## src/rtl/dmem_arbiter.sv

```systemverilog
// Two-requester (CPU MEM stage / debug port) arbiter in front of a multi-cycle
// 32-byte data memory; round-robin on ties, IDLE/BUSY/DONE sequencing.
module dmem_arbiter #(
    parameter int ADDR_W  = 5,
    parameter int DATA_W  = 32,
    parameter int LATENCY = 2
) (
    input  logic              clk_i,
    input  logic              rst_i,
    input  logic              start_i,
    input  logic              cpu_req_i,
    input  logic              cpu_we_i,
    input  logic [ADDR_W-1:0] cpu_addr_i,
    input  logic [DATA_W-1:0] cpu_wdata_i,
    output logic [DATA_W-1:0] cpu_rdata_o,
    output logic              cpu_done_o,
    output logic              cpu_stall_o,
    input  logic              dbg_req_i,
    input  logic              dbg_we_i,
    input  logic [ADDR_W-1:0] dbg_addr_i,
    input  logic [DATA_W-1:0] dbg_wdata_i,
    output logic [DATA_W-1:0] dbg_rdata_o,
    output logic              dbg_ack_o,
    output logic              mem_en_o,
    output logic              mem_we_o,
    output logic [ADDR_W-1:0] mem_addr_o,
    output logic [DATA_W-1:0] mem_wdata_o,
    input  logic [DATA_W-1:0] mem_rdata_i
);

    typedef enum logic [1:0] {
        ST_IDLE = 2'd0,
        ST_BUSY = 2'd1,
        ST_DONE = 2'd2
    } state_t;

    localparam logic              OWN_CPU    = 1'b0;
    localparam logic              OWN_DBG    = 1'b1;
    localparam logic [3:0]        CNT_INIT   = 4'(LATENCY - 1);
    localparam logic [ADDR_W-1:0] ALIGN_MASK = {{(ADDR_W-2){1'b1}}, 2'b00};

    state_t            r_state;
    logic [3:0]        r_cnt;
    logic              r_owner;
    logic              r_last;
    logic              r_we;
    logic [ADDR_W-1:0] r_addr;
    logic [DATA_W-1:0] r_wdata;
    logic [DATA_W-1:0] r_cpu_rdata;
    logic [DATA_W-1:0] r_dbg_rdata;
    logic              r_cpu_done;
    logic              r_dbg_ack;
    logic              r_mem_en;
    logic              r_mem_we;

    logic              w_grant;
    logic              w_pick_dbg;
    logic              w_sel_we;
    logic [ADDR_W-1:0] w_sel_addr;
    logic [DATA_W-1:0] w_sel_wdata;

    // Grant decision: a lone requester wins, a tie goes to whoever was not served last.
    always_comb begin
        w_grant    = 1'b0;
        w_pick_dbg = 1'b0;
        if ((r_state == ST_IDLE) && start_i && (cpu_req_i || dbg_req_i)) begin
            w_grant = 1'b1;
            if (cpu_req_i && dbg_req_i) begin
                w_pick_dbg = (r_last == OWN_CPU);
            end else begin
                w_pick_dbg = dbg_req_i;
            end
        end else begin
            w_grant    = 1'b0;
            w_pick_dbg = 1'b0;
        end
    end

    // Request fields of the requester being granted.
    always_comb begin
        w_sel_we    = cpu_we_i;
        w_sel_addr  = cpu_addr_i;
        w_sel_wdata = cpu_wdata_i;
        if (w_pick_dbg) begin
            w_sel_we    = dbg_we_i;
            w_sel_addr  = dbg_addr_i;
            w_sel_wdata = dbg_wdata_i;
        end else begin
            w_sel_we    = cpu_we_i;
            w_sel_addr  = cpu_addr_i;
            w_sel_wdata = cpu_wdata_i;
        end
    end

    // Arbiter FSM; strobes are registered so the array sees clean, glitch-free controls.
    always_ff @(posedge clk_i or negedge rst_i) begin
        if (!rst_i) begin
            r_state     <= ST_IDLE;
            r_cnt       <= 4'd0;
            r_owner     <= OWN_CPU;
            r_last      <= OWN_DBG;
            r_we        <= 1'b0;
            r_addr      <= '0;
            r_wdata     <= '0;
            r_cpu_rdata <= '0;
            r_dbg_rdata <= '0;
            r_cpu_done  <= 1'b0;
            r_dbg_ack   <= 1'b0;
            r_mem_en    <= 1'b0;
            r_mem_we    <= 1'b0;
        end else begin
            r_cpu_done <= 1'b0;
            r_dbg_ack  <= 1'b0;
            case (r_state)
                ST_IDLE: begin
                    if (w_grant) begin
                        r_owner  <= w_pick_dbg;
                        r_last   <= w_pick_dbg;
                        r_we     <= w_sel_we;
                        r_addr   <= w_sel_addr & ALIGN_MASK;
                        r_wdata  <= w_sel_wdata;
                        r_cnt    <= CNT_INIT;
                        r_mem_en <= 1'b1;
                        r_mem_we <= w_sel_we && (CNT_INIT == 4'd0);
                        r_state  <= ST_BUSY;
                    end else begin
                        r_state <= ST_IDLE;
                    end
                end
                ST_BUSY: begin
                    if (r_cnt == 4'd0) begin
                        if (!r_we && (r_owner == OWN_CPU)) begin
                            r_cpu_rdata <= mem_rdata_i;
                        end else if (!r_we) begin
                            r_dbg_rdata <= mem_rdata_i;
                        end
                        r_mem_en   <= 1'b0;
                        r_mem_we   <= 1'b0;
                        r_cpu_done <= (r_owner == OWN_CPU);
                        r_dbg_ack  <= (r_owner == OWN_DBG);
                        r_state    <= ST_DONE;
                    end else begin
                        r_cnt    <= r_cnt - 4'd1;
                        r_mem_we <= r_we && (r_cnt == 4'd1);
                    end
                end
                ST_DONE: begin
                    r_state <= ST_IDLE;
                end
                default: begin
                    r_state  <= ST_IDLE;
                    r_mem_en <= 1'b0;
                    r_mem_we <= 1'b0;
                end
            endcase
        end
    end

    assign cpu_rdata_o = r_cpu_rdata;
    assign cpu_done_o  = r_cpu_done;
    assign dbg_rdata_o = r_dbg_rdata;
    assign dbg_ack_o   = r_dbg_ack;
    assign mem_en_o    = r_mem_en;
    assign mem_we_o    = r_mem_we;
    assign mem_addr_o  = r_addr;
    assign mem_wdata_o = r_wdata;
    // Stall drops only in the CPU's DONE cycle; gated by reset so all outputs are 0 in reset.
    assign cpu_stall_o = rst_i & cpu_req_i & ~r_cpu_done;

endmodule

```

## config.mk

```make
export PLATFORM = sky130hd
export DESIGN_NAME = dmem_arbiter
export DESIGN_NICKNAME = d
export VERILOG_FILES = /design/src/rtl/dmem_arbiter.sv
export SDC_FILE = /design/constraint.sdc
export NUM_CORES = 1
export LEC_CHECK = 0
export BUFFER_PORTS_ARGS = -buffer_cell sky130_fd_sc_hd__buf_2
export CAP_MARGIN = 20
export CORE_UTILIZATION = 51
export CTS_CLUSTER_DIAMETER = 60
export DETAILED_ROUTE_END_ITERATION = 12
export PLACE_DENSITY_LB_ADDON = 0.3
export SLEW_MARGIN = 20
export SYNTH_ARGS = -nofsm -noshare
export SYNTH_HDL_FRONTEND = slang
export SYNTH_SLANG_ARGS = --single-unit
export TNS_END_PERCENT = 30
```

## constraint.sdc

```tcl
create_clock -name clk_i -period 3.5 [get_ports clk_i]
set_clock_uncertainty 0.05 [all_clocks]
set_input_delay 0.7 -clock clk_i [delete_from_list [all_inputs] [get_ports clk_i]]
set_output_delay 0.7 -clock clk_i [all_outputs]
set_load 0.01 [all_outputs]
```

* After elaboration in Yosys (flattened, before gate mapping)
Index checks and enable logic that the tools add are counted.
W data, S select, Z words.
** Word-level totals
- Bits in registers :: 112
- Logic and storage cells :: 66
- Output and inout port bits :: 106
** Cells by class
- Bitwise logic cells :: 8
- Eq/ne operators :: 6
- Muxes and demuxes :: 22
- Reduce and logical (&&, ||, !) cells :: 16
- Add/sub/neg operators :: 1
** Operators by type and width (number)
- $mux W32 :: 1
- $mux W1 :: 13
- $reduce_and A3 Y1 :: 3
- $mux W4 :: 2
- $pmux W4 S2 :: 1
- $ne A2 B2 Y1 const B :: 3
- $not A1 Y1 :: 6
- $pmux W1 S3 :: 2
- $logic_and A1 B1 Y1 :: 5
- $mux W5 :: 1
- $eq A4 B1 Y1 const B :: 1
- $logic_not A4 Y1 :: 1
- $pmux W2 S2 :: 1
- $reduce_and A2 Y1 :: 2
- $reduce_and A4 Y1 :: 1
- $sub A4 B1 Y4 const B :: 1
- $and A1 B1 Y1 :: 2
- $eq A2 B1 Y1 const B :: 1
- $eq A2 B2 Y1 const B :: 1
- $logic_not A2 Y1 :: 1
- $mux W2 :: 1
- $reduce_bool A2 Y1 :: 1
- $logic_not A1 Y1 :: 1
- $logic_or A1 B1 Y1 :: 1

* Longest topological paths before layout
- Depth after elaboration :: 6
- Mapped depth :: 7
- Depth with buffers taken out :: 5

* Least setup slack after synthesis
No wires, ideal clock.
- Path type :: register to register
- From :: register r_cnt[0]
- To :: register r_cpu_rdata[0] (netlist: cpu_rdata_o[0])
- Clock period less this slack :: 2.167 ns
- Path slack :: 1.333 ns
- Path buffers :: 2
- Arrival :: 1.992 ns
- Stages on the path, launching flop included :: 8
- Path through :: dfrtp_1 > inv_1 > ha_1 > or3b_4 > or4_4 > buf_6 > buf_12 > mux2_4
** On the way
- Longest elaborated chain between the ends :: 2
** Ends and longest elaborated chain
- start: declaration :: RTL line 43 : logic [3:0] r_cnt;
- start signal: assignment :: RTL line 143 : r_cnt <= r_cnt - 4'd1;
- $logic_not A4 Y1 :: RTL line 131 : if (r_cnt == 4'd0) begin
- $reduce_and A3 Y1 (no source line)
- end signal: assignment :: RTL line 133 : r_cpu_rdata <= mem_rdata_i;
- end: declaration :: RTL line 49 : logic [DATA_W-1:0] r_cpu_rdata;
Every way passes these cells.
A chain may end at the register's enable or synchronous reset.

* Worst setup path in the final report
- From :: register r_cnt[0]
- To :: register r_cpu_rdata[1] (netlist: cpu_rdata_o[1])
The elaborated chain is that of the path after synthesis.

==> metrics.yaml <==
run_status: "completed"
firstDrtPassIters: 4
fin_crit_sh_pct: 68.8
vias_per_cell: 5.46
synth_cells: 400
report.final.slew_viol_count: 0
synth-seq-cells: 112
crit_fanout: 32
first_global_vias: 3878
die_area_um2: 9990
rsz0062_at_grt: "false"
cellPowerDensity_nw_per_um2: 869
tightest_slew_ns: 0.871
comb_power_share_pct: 43.0
ant_nets: 0
cts_tree: "yes"
stdcell_count: 727
crit_arrival_ns: 2.62
cts.reportedPaths.clkPinSlew_ns: 0.11
clkLatencyLatePin_ns: 0.38
placed_cells: 712
p_seq_share_pct: 42.7
yosysTopAreaCellShare_pct: 56.7
wl_um: 12000
synth_top_area_cell: "dfrtp_1"
yosys-top-cells-count: "111 x dfrtp_1, 38 x nand3_1, 37 x o21ai_0"
wl_per_cell_um: 16.5
setup_viol: 0
place_ws_ns: 0.970
ys_top_cells_by_area: "dfrtp_1 57%, mux2_4 9.2%, mux2_2 8.3%"
critical_path.endpoint: "cpu_rdata_o[1]"
post-route-min-period_ns: 2.41
nFillCells: 756
total_power_mw: 5.37
maxCapViolations: 0
async_flop_share_pct: 100
numCtsBuffers: 9
fin_setup_tns_ns: 0
end_kind: "flop"
timing.rr.start: "r_cnt[0]"
grt_pass1_wl_um: 18900
clockRootBuffer: "clkbuf_8"
critPathLaunchType: "flop"
hp-class: "in2async"
htree_num_levels: 3
reg2reg_slack_ns: 1.09
io_pins: 219
first_iter_violations: 112
synth_ff_type: "dfrtp_1"
rr_worst_depth: 5
place_congestion: 0.760
drive_gt1_share_pct: 51.5
antenna_cells: 0
layout.nets: 709
antenna_found_initial: 0
ys_warn_count: 0
reg2reg_to: "cpu_rdata_o[1]"
synthToLayoutAreaGrowth_pct: 26.1
peakVddDrop_mv: 0.345
postSynthAreaPerCell_um2: 12.2
critPathKind: "reg2reg"
die-width_um: 100
crit_start: "r_cnt[0]"
p_int_mw: 3.39
coreArea_um2: 9280
cts_resized: 0
sw_frac_of_total_pct: 36.9
hold_buffers: 0
cts_sinks: 112
p_sw_mw: 1.98
critical_path_required_ns: 3.71
p_leak_nw: 2.99
hold_viol: 0
synth-edff-count: 0
ctsLongestPathBuffers: 2
clkPwrFrac_pct: 14.3
vias: 3972
io_buffers: 212
setup_ws_ns: 1.09
initial_core_util_pct: 52.7
grt-ovfl-total: 0
grt_max_degree: 73
post_cts_buffers: 0
die_y_um: 100
track_usage_pct: 24.3
yosysSeqAreaShare_pct: 57.3
synth.distinct_cells: 38
hpwl_um: 8110
num_rows: 35
slew_headroom_pct: 42.0
synth.most_common_cell: "dfrtp_1"
syn_area_um2: 4890
max_freq_ghz: 0.415
drc: 0
[critical path, cell delays in order, from the launching register on]
cell and delay [ns]:
dfrtp_1 0.41, inv_1 0.09, ha_1 0.18, or3b_4 0.41, or4_4 0.74, mux2_4 0.40
[power groups by stage]
stage | Clock (mW) | Sequential [mW] | Combinational, mW
3_3_place_gp | 0 | 2.27 | 2.25
2_1_floorplan | 0 | 2.57 | 1.12
5_1_grt | 0.833 | 2.36 | 2.51
6_report | 0.770 | 2.29 | 2.31
4_1_cts | 0.796 | 2.29 | 2.33
3_5_place_dp | 0 | 2.30 | 2.33
[area by class of cell]
class / instances / area [µm²] / share of cell area, %
clock buffers: 9 / 124 / 2.01
clock inverters: 6 / 67.6 / 1.09
inverters: 4 / 15.0 / 0.243
multi-input cells: 249 / 1890 / 30.6
flip-flops and latches: 112 / 2800 / 45.4
well taps: 129 / 161 / 2.62
repair buffers: 218 / 1110 / 18.0
[registers in the layout (all words and copies together) (netlist names)]
register / count
cpu_done_o: 1
cpu_rdata_o: 32
dbg_ack_o: 1
dbg_rdata_o: 32
mem_addr_o: 3
mem_en_o: 1
mem_wdata_o: 32
mem_we_o: 1
r_cnt: 4
r_last: 1
r_owner: 1
r_state: 2
r_we: 1
[placed cells by master (no fill, tap or decap), types with 2 or more instances in the layout]
cell type | Yosys | final
conb_1 | 1 | 2
inv_1 | 4 | 4
nor3_1 | 2 | 2
clkinvlp_4 | 0 | 2
nand3_1 | 38 | 38
o21ai_0 | 37 | 37
dfrtp_1 | 111 | 111
inv_6 | 0 | 2
buf_4 | 2 | 7
a31oi_1 | 36 | 36
buf_2 | 1 | 211
ha_1 | 2 | 2
mux2_2 | 36 | 36
nand2_1 | 3 | 3
nor2_1 | 7 | 6
a21oi_1 | 36 | 36
mux2_4 | 30 | 30
a21o_1 | 2 | 2
clkbuf_8 | 0 | 9
[per-stage QoR]
stage / hold WS (ns) / cell area [µm²] / util, %
6_report: 0.373 / 6170 / 66.5
3_5_place_dp: 0.438 / 5980 / 64.4
2_1_floorplan: 0.354 / 4900 / -
5_1_grt: 0.423 / 6170 / 66.5
3_3_place_gp: 0.433 / 5980 / 64.4
4_1_cts: 0.380 / 6170 / 66.5
[worst min path at each step]
stage                    start              end  slack, ns  cells after the start
2_1_floorplan            rst_i       cpu_done_o       0.35                      0
3_3_place_gp   dbg_rdata_o[11]  dbg_rdata_o[11]       0.43                      1
3_5_place_dp   dbg_rdata_o[25]  dbg_rdata_o[25]       0.44                      1
4_1_cts                  rst_i         r_cnt[3]       0.38                      2
5_1_grt                  rst_i   cpu_rdata_o[2]       0.42                      2
6_report                 rst_i   mem_wdata_o[2]       0.37                      2
[logic make-up after synthesis]
kind of cell	Yosys count	share of synthesized area (%)
simple gates	60	6.49
buf+inv	40	4.40
mux	67	17.7
flops	112	57.3
other cells	1	0.0766
compound gates	118	13.5
fa+ha+maj	2	0.511
[layer usage]
layer / global-route usage [%] / vias to the layer above / wire, µm
li1: - / 1845 / -
met4: 8.48 / 0 / 173
met2: 42.4 / 191 / 5840
met3: 6.20 / 15 / 1030
met1: 29.2 / 1921 / 4930
met5: 0 / - / 0
No activity file was read; power rests on OpenSTA's default activity.
